File: src/rtl/multi_events_to_apb.sv
// Per-channel event counters drained to an APB completer as write transfers,
// one channel per transfer, channels served in round-robin order.
module multi_events_to_apb #(
  parameter int unsigned NUM_EVENTS  = 4,
  parameter int unsigned CNT_W       = 8,
  parameter logic [31:0] BASE_ADDR   = 32'hE000_0000,
  parameter logic [31:0] ADDR_STRIDE = 32'h0000_1000
) (
  input  logic                  clk,
  input  logic                  reset_n,
  input  logic [NUM_EVENTS-1:0] event_i,
  output logic                  apb_psel_o,
  output logic                  apb_penable_o,
  output logic                  apb_pwrite_o,
  output logic [31:0]           apb_paddr_o,
  output logic [31:0]           apb_pwdata_o,
  input  logic                  apb_pready_i,
  input  logic                  apb_pslverr_i,
  output logic                  apb_err_o,
  output logic [NUM_EVENTS-1:0] overflow_o,
  output logic [1:0]            dbg_state_o
);
  // APB handshake: psel/pwrite rise in SETUP, penable joins in ACCESS; the
  // transfer completes on the ACCESS cycle with pready=1, and pslverr is
  // sampled on that cycle only.
  localparam int unsigned IW = (NUM_EVENTS > 1) ? $clog2(NUM_EVENTS) : 1;
  localparam logic [CNT_W-1:0] CNT_MAX = '1;

  typedef enum logic [1:0] {
    IDLE   = 2'd0,
    SETUP  = 2'd1,
    ACCESS = 2'd2
  } state_e;

  state_e                state_q, state_d;
  logic [CNT_W-1:0]      cnt_q [NUM_EVENTS];
  logic [CNT_W-1:0]      cnt_d [NUM_EVENTS];
  logic [NUM_EVENTS-1:0] ovf_q, ovf_d;
  logic [IW-1:0]         ptr_q, ptr_d;
  logic [IW-1:0]         gnt_q, gnt_d;
  logic [31:0]           paddr_q, paddr_d;
  logic [CNT_W-1:0]      pwdata_q, pwdata_d;
  logic                  err_q, err_d;

  logic [NUM_EVENTS-1:0] pending;
  logic                  found;
  logic [IW-1:0]         pick;
  logic [IW:0]           rr_sum;
  logic [CNT_W:0]        retry_sum;

  // Round-robin search starting at the channel after the last grant.
  always_comb begin
    pending = '0;
    found   = 1'b0;
    pick    = '0;
    rr_sum  = '0;
    for (int k = 0; k < int'(NUM_EVENTS); k++) begin
      pending[k] = (cnt_q[k] != '0) || event_i[k];
    end
    for (int i = 0; i < int'(NUM_EVENTS); i++) begin
      rr_sum = {1'b0, ptr_q} + (IW+1)'(i);
      if (rr_sum >= (IW+1)'(NUM_EVENTS)) rr_sum = rr_sum - (IW+1)'(NUM_EVENTS);
      if (!found && pending[rr_sum[IW-1:0]]) begin
        found = 1'b1;
        pick  = rr_sum[IW-1:0];
      end
    end
  end

  always_comb begin
    state_d   = state_q;
    ptr_d     = ptr_q;
    gnt_d     = gnt_q;
    paddr_d   = paddr_q;
    pwdata_d  = pwdata_q;
    err_d     = 1'b0;
    ovf_d     = ovf_q;
    retry_sum = '0;
    for (int k = 0; k < int'(NUM_EVENTS); k++) begin
      cnt_d[k] = cnt_q[k];
      if (event_i[k]) begin
        if (cnt_q[k] == CNT_MAX) ovf_d[k] = 1'b1;
        else                     cnt_d[k] = cnt_q[k] + CNT_W'(1);
      end
    end

    unique case (state_q)
      IDLE: begin
        if (found) begin
          state_d     = SETUP;
          gnt_d       = pick;
          ptr_d       = (pick == IW'(NUM_EVENTS - 1)) ? '0 : pick + IW'(1);
          paddr_d     = BASE_ADDR + 32'(pick) * ADDR_STRIDE;
          // cnt_d already holds the saturated count including this cycle's event.
          pwdata_d    = cnt_d[pick];
          cnt_d[pick] = '0;
        end
      end
      SETUP: state_d = ACCESS;
      ACCESS: begin
        if (apb_pready_i) begin
          state_d  = IDLE;
          paddr_d  = '0;
          pwdata_d = '0;
          if (apb_pslverr_i) begin
            err_d     = 1'b1;
            retry_sum = {1'b0, cnt_d[gnt_q]} + {1'b0, pwdata_q};
            if (retry_sum[CNT_W]) begin
              cnt_d[gnt_q] = CNT_MAX;
              ovf_d[gnt_q] = 1'b1;
            end else begin
              cnt_d[gnt_q] = retry_sum[CNT_W-1:0];
            end
          end
        end
      end
      default: begin
        state_d  = IDLE;
        paddr_d  = '0;
        pwdata_d = '0;
      end
    endcase
  end

  always_ff @(posedge clk or negedge reset_n) begin
    if (!reset_n) begin
      state_q  <= IDLE;
      ptr_q    <= '0;
      gnt_q    <= '0;
      paddr_q  <= '0;
      pwdata_q <= '0;
      err_q    <= 1'b0;
      ovf_q    <= '0;
      cnt_q    <= '{default: '0};
    end else begin
      state_q  <= state_d;
      ptr_q    <= ptr_d;
      gnt_q    <= gnt_d;
      paddr_q  <= paddr_d;
      pwdata_q <= pwdata_d;
      err_q    <= err_d;
      ovf_q    <= ovf_d;
      cnt_q    <= cnt_d;
    end
  end

  assign apb_psel_o    = (state_q == SETUP) || (state_q == ACCESS);
  assign apb_penable_o = (state_q == ACCESS);
  assign apb_pwrite_o  = apb_psel_o;
  assign apb_paddr_o   = paddr_q;
  assign apb_pwdata_o  = {{(32-CNT_W){1'b0}}, pwdata_q};
  assign apb_err_o     = err_q;
  assign overflow_o    = ovf_q;
  assign dbg_state_o   = state_q;

endmodule

File: config.mk
export PLATFORM = sky130hd
export DESIGN_NAME = multi_events_to_apb
export DESIGN_NICKNAME = d
export VERILOG_FILES = /design/src/rtl/multi_events_to_apb.sv
export SDC_FILE = /design/constraint.sdc
export NUM_CORES = 1
export LEC_CHECK = 0
export ABC_CLOCK_PERIOD_IN_PS = 8700
export CORE_ASPECT_RATIO = 0.5
export CORE_MARGIN = 2
export CORE_UTILIZATION = 30
export CTS_CLUSTER_DIAMETER = 120
export CTS_CLUSTER_SIZE = 8
export DETAILED_ROUTE_END_ITERATION = 16
export PLACE_DENSITY = 0.56
export SYNTH_ARGS = -nofsm -noshare
export SYNTH_HDL_FRONTEND = slang
export SYNTH_SLANG_ARGS = --single-unit
File: constraint.sdc
create_clock -name clk -period 8.7 [get_ports clk]
set_clock_uncertainty 0.05 [all_clocks]
set_input_delay 1.74 -clock clk [delete_from_list [all_inputs] [get_ports clk]]
set_output_delay 1.74 -clock clk [all_outputs]
set_load 0.02 [all_outputs]
# Word level (Yosys, flattened, before mapping)
# Cells that the tools add are included.
[classes]
addsub = 14
n_lt_le_gt_ge = 14
n_eq_ne = 9
mux = 71
bitwise = 7
reduce_logical = 22
[op_table]
columns = ["operator", "count"]
rows = [
  ["32-bit two-way mux", 6],
  ["8-bit two-way mux", 16],
  ["32-bit case mux with 3 select lines", 1],
  ["32-bit case mux with 2 select lines", 1],
  ["8-bit by 1-bit adder with 8-bit output (second input constant)", 4],
  ["32-bit bitwise AND", 1],
  ["8-bit binary-select mux with 2-bit select", 2],
  ["32-bit bitwise mux", 1],
  ["8-bit demux with 2-bit select", 2],
  ["8-bit == test (second input constant)", 4],
  ["32-bit NOT", 1],
  ["32-bit bitwise OR", 1],
  ["8-bit nonzero test", 4],
  ["30-bit by 15-bit adder with 31-bit output (first input constant)", 1],
  ["8-bit case mux with 3 select lines", 1],
  ["2-bit two-way mux", 11],
  ["1-bit two-way mux", 20],
  ["4-bit two-way mux", 4],
  ["3-bit >= comparator (second input constant)", 5],
  ["2-bit by 3-bit less-than comparator with 1-bit output (second input constant)", 5],
  ["8-bit by 8-bit adder with 9-bit output", 1],
  ["1-bit binary-select mux with 2-bit select", 4],
  ["2-bit by 1-bit subtractor with 2-bit output (second input constant)", 4],
  ["2-bit by 2-bit adder with 3-bit output (second input constant)", 2],
  ["other kinds (20)", 35],
]
[totals]
ff_bits = 83
inputBits = 8
out_inout_bits = 74

# Depth between registers and ports, before layout
# Gate-level depths: netlist of the first run.
[depth]
word_depth = 23
ltp_mapped = 16
depth_no_buf = 14

# Worst setup path after synthesis of the first run
# No wires, ideal clock.
[synth_timing]
path_kind = "input to register"
startpoint = "in event_i[3]"
endpoint = "reg cnt_q[21] (netlist bit)"
arrival_ns = 4.612
t_required_ns = 8.530
slack_ns = 3.918
path_stages = 12
n_path_buf = 1
cell_sequence = "inv_1 > a41o_1 > mux2_2 > mux4_2 > fa_1 > a21o_1 > a21oi_2 > o211ai_1 > and2_1 > buf_2 > or3_1 > a31o_2"
[synth_lines]
columns = ["element", "line", "source"]
rows = [
  ["from (decl)", "11", "input logic [NUM_EVENTS-1:0] event_i,"],
  ["to (signal assigned)", "143", "cnt_q <= cnt_d;"],
  ["to (decl)", "36", "logic [CNT_W-1:0] cnt_q [NUM_EVENTS];"],
]

==> results of run 1 <==
-- registers in the layout, indices dropped and copies added, names as in the netlist --
name / cells
apb_err_o: 1
overflow_o: 4
gnt_q: 2
cnt_q: 32
apb_paddr_o: 3
ptr_q: 2
pwdata_q: 8
dbg_state_o: 2
-- cells in the final DEF, fill, tap and decap left out, types with 6 or more instances in the layout --
| master | netlist | layout |
|---|---|---|
| nand3_1 | 16 | 16 |
| clkdlybuf4s50_1 | 0 | 29 |
| and4_1 | 6 | 6 |
| inv_1 | 27 | 27 |
| o21ai_0 | 27 | 27 |
| xnor2_1 | 8 | 8 |
| conb_1 | 1 | 51 |
| o22ai_1 | 11 | 11 |
| o211ai_1 | 15 | 15 |
| dfrtp_1 | 54 | 54 |
| nor3_1 | 8 | 8 |
| nor2b_1 | 6 | 6 |
| nor2_1 | 25 | 25 |
| mux2_2 | 10 | 10 |
| a21oi_1 | 26 | 26 |
| nor4_1 | 9 | 9 |
| mux4_2 | 8 | 8 |
| o221ai_1 | 9 | 9 |
| nand2b_1 | 7 | 7 |
| mux2i_1 | 16 | 16 |
| and2_1 | 6 | 6 |
| nand4_1 | 12 | 12 |
| ha_1 | 24 | 24 |
| nand2_1 | 63 | 63 |
-- where the power goes --
group | internal [W] | leakage (nW) | switching [W]
Clock | 0.000145 | 0.0875 | 0.0000989
Sequential | 0.000334 | 0.711 | 0.000131
Combinational | 0.000472 | 1.44 | 0.000781
-- layer usage --
| layer | vias up | wire [um] | GRT usage (%) |
|---|---|---|---|
| li1 | 1948 | - | - |
| met1 | 2008 | 6920 | 24.8 |
| met2 | 190 | 6070 | 25.5 |
| met3 | 16 | 1290 | 3.60 |
| met4 | 0 | 233 | 4.07 |
| met5 | - | 0 | 0 |
-- metrics by stage --
| step | area, sq um | total power (W) | hold WS, ns | std cells | setup WS [ns] |
|---|---|---|---|---|---|
| 3_5_place_dp | 5140 | 0.00170 | 0.418 | 778 | 2.85 |
| 3_3_place_gp | 5140 | 0.00170 | 0.410 | 778 | 2.97 |
| 2_1_floorplan | 5070 | 0.00136 | 0.444 | 598 | 3.92 |
| 6_report | 5310 | 0.00196 | 0.426 | 786 | 3.09 |
| 5_1_grt | 5310 | 0.00209 | 0.492 | 786 | 2.86 |
| 4_1_cts | 5310 | 0.00195 | 0.435 | 786 | 3.15 |
-- synthesized netlist by cell type (all sizes together) (2+ instances only) --
cell type	count	area share (%)
and3	5	0.64
a22o	2	0.36
a211oi	2	0.31
o21a	3	0.46
nor2b	6	0.77
mux2i	16	3.3
a21o	4	0.61
o22ai	11	1.4
o21ai	31	3.3
nor3	8	0.82
a41oi	4	0.72
o221ai	9	1.6
o211ai	16	2.6
dfrtp	54	28
o311ai	6	1.1
buf	66	10
ha	24	6.1
or2	5	0.69
clkbuf	8	0.61
a31o	3	0.72
a21oi	28	3.0
o21bai	2	0.54
and4	6	1.1
mux2	10	2.3
a31oi	9	2.0
nand3	17	2.0
mux4	8	3.7
xor2	3	0.54
xnor2	8	1.4
nor4	11	2.0
nor2	25	1.9
nand2b	7	0.90
inv	28	2.3
nand4	13	1.8
nand2	64	5.0
nor4b	4	1.5
and2	7	0.92
-- cell type report --
type	count	share of cell area, %
inverters	28	2.07
clock inverters	2	0.730
well taps	221	5.20
clock buffers	6	2.61
flip-flops and latches	54	25.4
repair buffers	33	5.98
multi-input cells	442	58.0
-- final timing paths --
| kind | start | endpoint | cells after the start |
|---|---|---|---|
| setup / recovery | event_i[0] | cnt_q[21] | 13 |
| hold / removal | overflow_o[1] | overflow_o[1] | 2 |
| setup reg to reg | cnt_q[17] | cnt_q[21] | 12 |
| hold reg to reg | overflow_o[1] | overflow_o[1] | 2 |
| max in group asynchronous | reset_n | cnt_q[7] | 2 |
| min in group asynchronous | reset_n | cnt_q[10] | 2 |
-- cell families (layout without fill, tap and decap cells) --
family,after synthesis,after routing
adder cells (fa/ha/maj),25,25
flip-flops,54,54
AO/OA/AOI/OAI,141,141
buffers and inverters,102,69
XOR/XNOR,11,11
other,1,51
AND/OR/NAND/NOR,180,180
multiplexers,34,34
-- worst reg2reg max path, delay by kind of cell (launching register included) --
kind,cells,cell delay (ns)
DFF,1,0.44
muxes,2,0.95
and+or+nand+nor,3,1.02
adders and majority gates,2,0.75
AOI/OAI and AO/OA,5,1.14
==> out/results.txt, run 1 <==
Compound-gate portion of the synthesized area = 21.1%
Fin util = 33.9%
Adder-Cell Fraction of Synth Area = 6.56%
Grt ovf = 0
Crit-path slowest cell = clkdlybuf4s50_1
Via/cell ratio = 5.30
Fin. max-slew vios = 0
Max_cap viols = 0
Mapped Avg Cell Area = 8.91 sq um
Core box area = 15,700 sq um
Post-DRT Antenna Nets = 0
Synth Cell Area = 4880 sq um
Vias = 4,162
Ys flop type = dfrtp_1
Final HPWL DP = 11.2 mm
FF+latch count, synth = 54
Setup CP Type = in -> reg
Die X = 184 um
CTS Buf Count = 5
Peak VDD IR = 0.320 mV
Area occupied by multi-input gates = 3080 sq um
Seq/Total Area, Yosys = 27.7%
Chip height = 94.2 um
First DRT Iteration DRCs = 424
IO buf count = 30
Final Hold Viols = 0
Clk pin slew, worst setup/hold paths = 0.08 ns
CP bufs+invs = 2
Async SR Flop Fraction = 100%
Setup violations, final = 0
Hold-fix buffers, CTS = 0
TNS Setup = 0 ns
Distinct cell type count after synthesis = 75
CTS tree = built
Startpoint type of the worst setup path = input pin
Final Cycle Share = 64.5%
Clock sink count = 54
Hold Crit Class = reg -> reg
Worst slew margin = 46.6%
Gpl congestion = 0.912
First-pass GRT wire length = 22.5 mm
Mux cell area share after synthesis = 9.27%
Crit Path Max Fanout = 19
DR WL/cell = 18.5 um
Delay-heaviest family, CP = compound AO/OA/AOI/OAI gates
Layout cells sized above 1 = 10.4%
Vias in the first global route = 3,854
Post_cts resized = 0
Worst-margin pin slew = 0.801 ns
Post-Route WL = 14.5 mm
DR DRC count = 0
Status = completed
Top achievable clock speed = 178 MHz
Total Routing Usage GR = 17.0%
Arrival time at the worst endpoint = 5.75 ns
R2r setup slk = 4.24 ns
H-tree level count = 2
Initial core utilization = 31.2%
CTS max path bufs = 2
Post-Syn Instances = 548
Synth Area in XOR/XNOR = 1.97%
RSZ-0062 raised after global routing = false
Critical Path Sink Type = register
P_leak = 2.24 nW
Area grow syn2layout = 8.81%
Crit-path cells = clkdlybuf4s50_1, o21ai_0, xnor2_1, mux4_2, inv_1, ha_1, fa_1, a21o_1, a21oi_2, o211ai_1, and2_1, or3_1, a31o_2
Crit-path max cell delay = 0.61 ns
Root Buffer Master = clkbuf_16
Die area = 17,400 sq um
Main combinational cell family by area after synthesis = compound AO/OA/AOI/OAI gates
Fill cells = 1,595
Initial antenna violation count = 0
# diodes = 0
# IOs = 82
Seq. cell area = 1350 sq um
Worst Path Required = 8.84 ns
First drt pass iteration count = 5
Largest net degree at the start of global routing = 55
Number of synthesized flops with an enable pin = 0
Skew-Pair Late Insertion Delay = 0.30 ns
Crit path time final = 5.61 ns
Nets = 597
# rows = 32
Power Density = 369 nW/um^2
YS warnings = 0
Simple-gate share of the synthesized area = 20.3%
Setup Fix Bufs, Post-CTS = 0
Power figures use the tool's default switching activity.
==> run 2: changes to the inputs <==
--- a/config.mk
+++ b/config.mk
@@ -5,7 +5,7 @@
 export SDC_FILE = /design/constraint.sdc
 export NUM_CORES = 1
 export LEC_CHECK = 0
-export ABC_CLOCK_PERIOD_IN_PS = 8700
+export ABC_CLOCK_PERIOD_IN_PS = 5390
 export CORE_ASPECT_RATIO = 0.5
 export CORE_MARGIN = 2
 export CORE_UTILIZATION = 30
==> constraint.sdc (replaced) <==
create_clock -name clk -period 5.39 [get_ports clk]
set_clock_uncertainty 0.05 [all_clocks]
set_input_delay 1.078 -clock clk [delete_from_list [all_inputs] [get_ports clk]]
set_output_delay 1.078 -clock clk [all_outputs]
set_load 0.02 [all_outputs]
==> run 2 against run 1 <==
  * Design area rose by 2.1%
  * Critical path depth decreased by 1
  * Register-to-register slack worse by 3.4 ns
  * Core utilization grew 0.71 points
  * Hold slack hardly changed
  * Clock power rose by 36%
  * Via count increased by 4.0%
  * Critical path type unchanged
  * Largest power group unchanged
  * Highest routed layer unchanged
==> out/results.txt, run 2 (same netlist as run 1, synthesis figures left out) <==
Status = completed
Switching pwr = 0.00168 W
Combinational power share = 66.5%
Post_cts resized = 0
First DRT Iteration DRCs = 395
RSZ-0062 raised after global routing = false
IO buf count = 30
CTS max path bufs = 2
DR DRC count = 0
Power Total = 0.00324 W
Vias = 4,327
Vias in the first global route = 4,117
Setup violations, final = 0
Arrival time at the worst endpoint = 5.13 ns
First drt pass iteration count = 5
# rows = 32
Final Cycle Share = 92.6%
Skew-Pair Late Insertion Delay = 0.30 ns
Fin. max-slew vios = 0
DR WL/cell = 19.0 um
Clk pwr share = 10.2%
Biggest register = cnt_q
Power Density = 597 nW/um^2
CTS tree = built
Post-Route WL = 15.3 mm
Layout cells sized above 1 = 13.4%
Setup Fix Bufs, Post-CTS = 0
Critical Path Sink Type = register
Crit Path Max Fanout = 19
Sequential Power Share = 23.3%
Die area = 17,400 sq um
Die X = 184 um
Core box area = 15,700 sq um
Final Hold Viols = 0
Nets = 617
Top achievable clock speed = 200 MHz
Area grow syn2layout = 11.1%
Worst Path Required = 5.53 ns
Clock sink count = 54
Max reg flops = 32
Setup CP Type = in -> reg
H-tree level count = 2
Total Routing Usage GR = 18.4%
Peak VDD IR = 0.389 mV
Grt ovf = 0
Initial antenna violation count = 0
CTS Buf Count = 5
Worst-margin pin slew = 0.781 ns
Max_cap viols = 0
# diodes = 0
Clk pin slew, worst setup/hold paths = 0.07 ns
Chip height = 94.2 um
Initial core utilization = 31.2%
Crit path time final = 4.99 ns
Most common cell after layout, fill and taps aside = nand2_1
First-pass GRT wire length = 23.9 mm
Hold-fix buffers, CTS = 0
Largest net degree at the start of global routing = 55
Most frequent cells in the layout = nand2_1 (63), dfrtp_1 (54), conb_1 (51)
Post-DRT Antenna Nets = 0
Worst slew margin = 47.9%
Hold Crit Class = reg -> reg
Final HPWL DP = 12.0 mm
TNS Setup = 0 ns
Gpl congestion = 0.965
Via/cell ratio = 5.38
Startpoint type of the worst setup path = input pin
P_int = 0.00156 W
# IOs = 82
Sw Ratio = 52.0%
P_leak = 2.32 nW
Root Buffer Master = clkbuf_16
Hold WS = 0.426 ns
-- run 2: cell types whose count changed in the layout (fill, tap and decap cells not counted) --
cell / delta
buf_4: +20
bufinv_16: -1
clkbuf_8: -1
clkinv_2: +1
-- run 2: layout make-up --
| cell class | count | area, sq um |
|---|---|---|
| Multi-Input combinational cell | 442 | 3080 |
| Fill cell | 1609 | 10200 |
| Sequential cell | 54 | 1350 |
| Clock inverter | 2 | 13.8 |
| Inverter | 28 | 110 |
| Timing Repair Buffer | 53 | 468 |
| Tap cell | 221 | 277 |
| Clock buffer | 5 | 125 |
-- run 2: worst paths after layout --
| check | start | end | slack [ns] | cells past startpoint |
|---|---|---|---|---|
| worst max-delay path | event_i[0] | cnt_q[30] | 0.40 | 12 |
| worst min-delay path | overflow_o[1] | overflow_o[1] | 0.43 | 2 |
| worst max register to register | cnt_q[17] | cnt_q[21] | 0.88 | 12 |
| worst min register to register | overflow_o[1] | overflow_o[1] | 0.43 | 2 |
| max in group asynchronous | reset_n | cnt_q[7] | 3.94 | 2 |
| min in group asynchronous | reset_n | cnt_q[11] | 0.86 | 2 |
-- run 2: power by group through the flow --
| stage | combinational (W) | sequential [W] | clock [W] |
|---|---|---|---|
| after floorplan | 0.00149 | 0.000701 | 0 |
| after global placement | 0.00211 | 0.000758 | 0 |
| after detailed placement | 0.00210 | 0.000756 | 0 |
| after CTS | 0.00212 | 0.000749 | 0.000335 |
| after global routing | 0.00233 | 0.000780 | 0.000353 |
| final | 0.00216 | 0.000754 | 0.000331 |
-- run 2: worst max-delay path, stage by stage --
cell	delay, ns
clkdlybuf4s50_1	0.61
and4_1	0.26
o2111ai_1	0.14
xor2_1	0.43
inv_1	0.14
mux4_2	0.52
ha_1	0.32
nand2_1	0.06
o211ai_1	0.34
and2_1	0.64
nor2_1	0.25
o211ai_1	0.34
-- run 2: stage by stage --
step	setup slack (ns)	cell area [sq um]	utilization, %	instances
floorplan	1.27	5070	-	598
global placement	0.232	5290	33.8	798
detailed placement	0.279	5290	33.8	798
CTS	0.560	5430	34.7	805
global route	0.190	5430	34.7	805
finish	0.399	5430	34.7	805
-- run 2: routing by layer --
layer / track usage, % / part of all wire, % / wire [um]
met1: 25.6 / 47 / 7200
met2: 27.3 / 41 / 6250
met3: 4.53 / 8.7 / 1330
met4: 6.80 / 3.5 / 528
met5: 0 / 0 / 0
==> run 3: changes to the inputs <==
--- a/config.mk
+++ b/config.mk
@@ -9,10 +9,12 @@
 export CORE_ASPECT_RATIO = 0.5
 export CORE_MARGIN = 2
 export CORE_UTILIZATION = 30
+export CTS_BUF_LIST = sky130_fd_sc_hd__clkbuf_16
 export CTS_CLUSTER_DIAMETER = 120
 export CTS_CLUSTER_SIZE = 8
 export DETAILED_ROUTE_END_ITERATION = 16
 export PLACE_DENSITY = 0.56
+export REMOVE_ABC_BUFFERS = 1
 export SYNTH_ARGS = -nofsm -noshare
 export SYNTH_HDL_FRONTEND = slang
 export SYNTH_SLANG_ARGS = --single-unit
==> run 3 against run 2 <==
  * Global-route usage fell by 0.19 points
  * Clock power rose by 29%
  * Power rose by 3.5%
  * Largest power group unchanged
  * Critical endpoint is now cnt_q[23]
  * Critical path depth rose by 2
  * Final cell count fell by 0.12%
==> out/results.txt, run 3 (same netlist as run 1, synthesis figures left out) <==
Status = completed
Worst setup margin = 0.458 ns
IO buf count = 30
P_leak = 2.33 nW
Largest net degree at the start of global routing = 55
DR WL/cell = 19.1 um
CTS Buf Count = 5
Vias in the first global route = 4,004
Top achievable clock speed = 203 MHz
Sw Ratio = 50.5%
Vias = 4,289
Sequential Power Share = 22.5%
Max reg flops = 32
Hold EP = overflow_o[3]
Max_cap viols = 0
Min-delay src = overflow_o[3]
Area grow syn2layout = 11.8%
# IOs = 82
Via/cell ratio = 5.33
Core box area = 15,700 sq um
Most frequent cells in the layout = nand2_1 (63), dfrtp_1 (54), conb_1 (51)
Initial antenna violation count = 0
Die X = 184 um
Root Buffer Master = clkbuf_16
DR DRC count = 0
# rows = 32
Setup CP Type = in -> reg
Clock sink count = 54
Setup violations, final = 0
Combinational power share = 64.8%
Switching pwr = 0.00170 W
Hold-fix buffers, CTS = 0
Setup Fix Bufs, Post-CTS = 0
CTS tree = built
Startpoint type of the worst setup path = input pin
Fin. max-slew vios = 0
Crit Path Max Fanout = 19
TNS Setup = 0 ns
Critical Path Sink Type = register
Arrival time at the worst endpoint = 5.05 ns
Crit-path cells = clkdlybuf4s50_1, o21ai_0, xnor2_1, mux4_2, inv_1, ha_1, fa_1, a21o_1, a21oi_2, o211ai_1, and2_1, a21oi_1, buf_4, o22ai_1
CTS max path bufs = 2
Grt ovf = 0
Post_cts resized = 0
Skew-Pair Late Insertion Delay = 0.31 ns
Biggest register = cnt_q
Worst slew margin = 48.9%
Layout cells sized above 1 = 13.0%
Most common cell after layout, fill and taps aside = nand2_1
Worst-margin pin slew = 0.759 ns
Die area = 17,400 sq um
Worst Path Required = 5.51 ns
Dpl ws = 0.247 ns
FF-to-FF End = cnt_q[23]
Chip height = 94.2 um
Final Cycle Share = 91.5%
Hold Crit Class = reg -> reg
# diodes = 0
Power Density = 614 nW/um^2
Crit-path slowest cell = clkdlybuf4s50_1
Post-Route WL = 15.3 mm
Initial core utilization = 31.2%
Post-DRT Antenna Nets = 0
Clk pin slew, worst setup/hold paths = 0.07 ns
R2r setup slk = 0.71 ns
First-pass GRT wire length = 23.8 mm
R2R Path Start = cnt_q[17]
Peak VDD IR = 0.210 mV
Hold path cells = 2
RSZ-0062 raised after global routing = false
Delay-heaviest family, CP = compound AO/OA/AOI/OAI gates
Total Routing Usage GR = 18.2%
Gpl congestion = 1.02
Crit-path max cell delay = 0.62 ns
Final HPWL DP = 11.9 mm
Crit path time final = 4.93 ns
P_int = 0.00166 W
CP bufs+invs = 3
Nets = 615
First drt pass iteration count = 4
Final Hold Viols = 0
H-tree level count = 2
R2R cell count = 13
First DRT Iteration DRCs = 417
Clk pwr share = 12.7%
[run 3: cell count changes in the layout (fill, tap and decap cells not counted)]
cell	change
bufinv_16	+2
clkinv_2	-1
inv_6	-1
clkinv_1	+1
buf_4	-2
[run 3: worst max-delay path by stage]
stage / start / to / slack, ns / cells past startpoint
CTS: event_i[1] / cnt_q[23] / 0.56 / 12
global route: event_i[2] / cnt_q[7] / 0.17 / 13
detailed placement: event_i[1] / cnt_q[7] / 0.25 / 12
global placement: event_i[2] / cnt_q[23] / 0.26 / 14
floorplan: event_i[3] / cnt_q[21] / 1.23 / 11
finish: event_i[2] / cnt_q[23] / 0.46 / 14
[run 3: area by class of cell]
| cell class | count | area (sq um) |
|---|---|---|
| fillers | 1595 | 10200 |
| multi-input cells | 442 | 3080 |
| flip-flops and latches | 54 | 1350 |
| repair buffers | 51 | 453 |
| well taps | 221 | 277 |
| clock buffers | 5 | 125 |
| inverters | 28 | 110 |
| clock inverters | 3 | 63.8 |
[run 3: worst reg2reg max path, cell delays in order, from the launching register on]
cell and delay (ns):
dfrtp_1 0.45, ha_1 0.32, nand4_1 0.19, o21ai_0 0.34, mux2_2 0.46, mux4_2 0.51
fa_1 0.45, a21o_1 0.19, a21oi_2 0.19, o211ai_1 0.22, and2_1 0.44, a21oi_1 0.43
buf_4 0.22, o22ai_1 0.09
[run 3: power groups by stage]
stage	Sequential (W)	Combinational (W)	Clock, W
after floorplan	0.000745	0.00132	0
after global placement	0.000765	0.00214	0
after detailed placement	0.000763	0.00212	0
after CTS	0.000757	0.00213	0.000429
after global routing	0.000785	0.00233	0.000450
final	0.000756	0.00217	0.000427
[run 3: routing by layer]
metal	up-vias	global-route usage (%)	routed length, um
met1	2078	26.2	7320
met4	0	3.53	252
met3	25	3.41	1210
met5	-	0	0
li1	1985	-	-
met2	201	28.2	6570
[run 3: metrics by stage]
stage	cells	total power, W	hold WS [ns]	cell area (sq um)	utilization [%]
5_1_grt	804	0.00357	0.446	5460	34.9
3_3_place_gp	796	0.00290	0.415	5270	33.7
4_1_cts	804	0.00332	0.440	5460	34.9
6_report	804	0.00335	0.440	5460	34.9
3_5_place_dp	796	0.00288	0.422	5270	33.7
2_1_floorplan	524	0.00207	0.444	4540	-
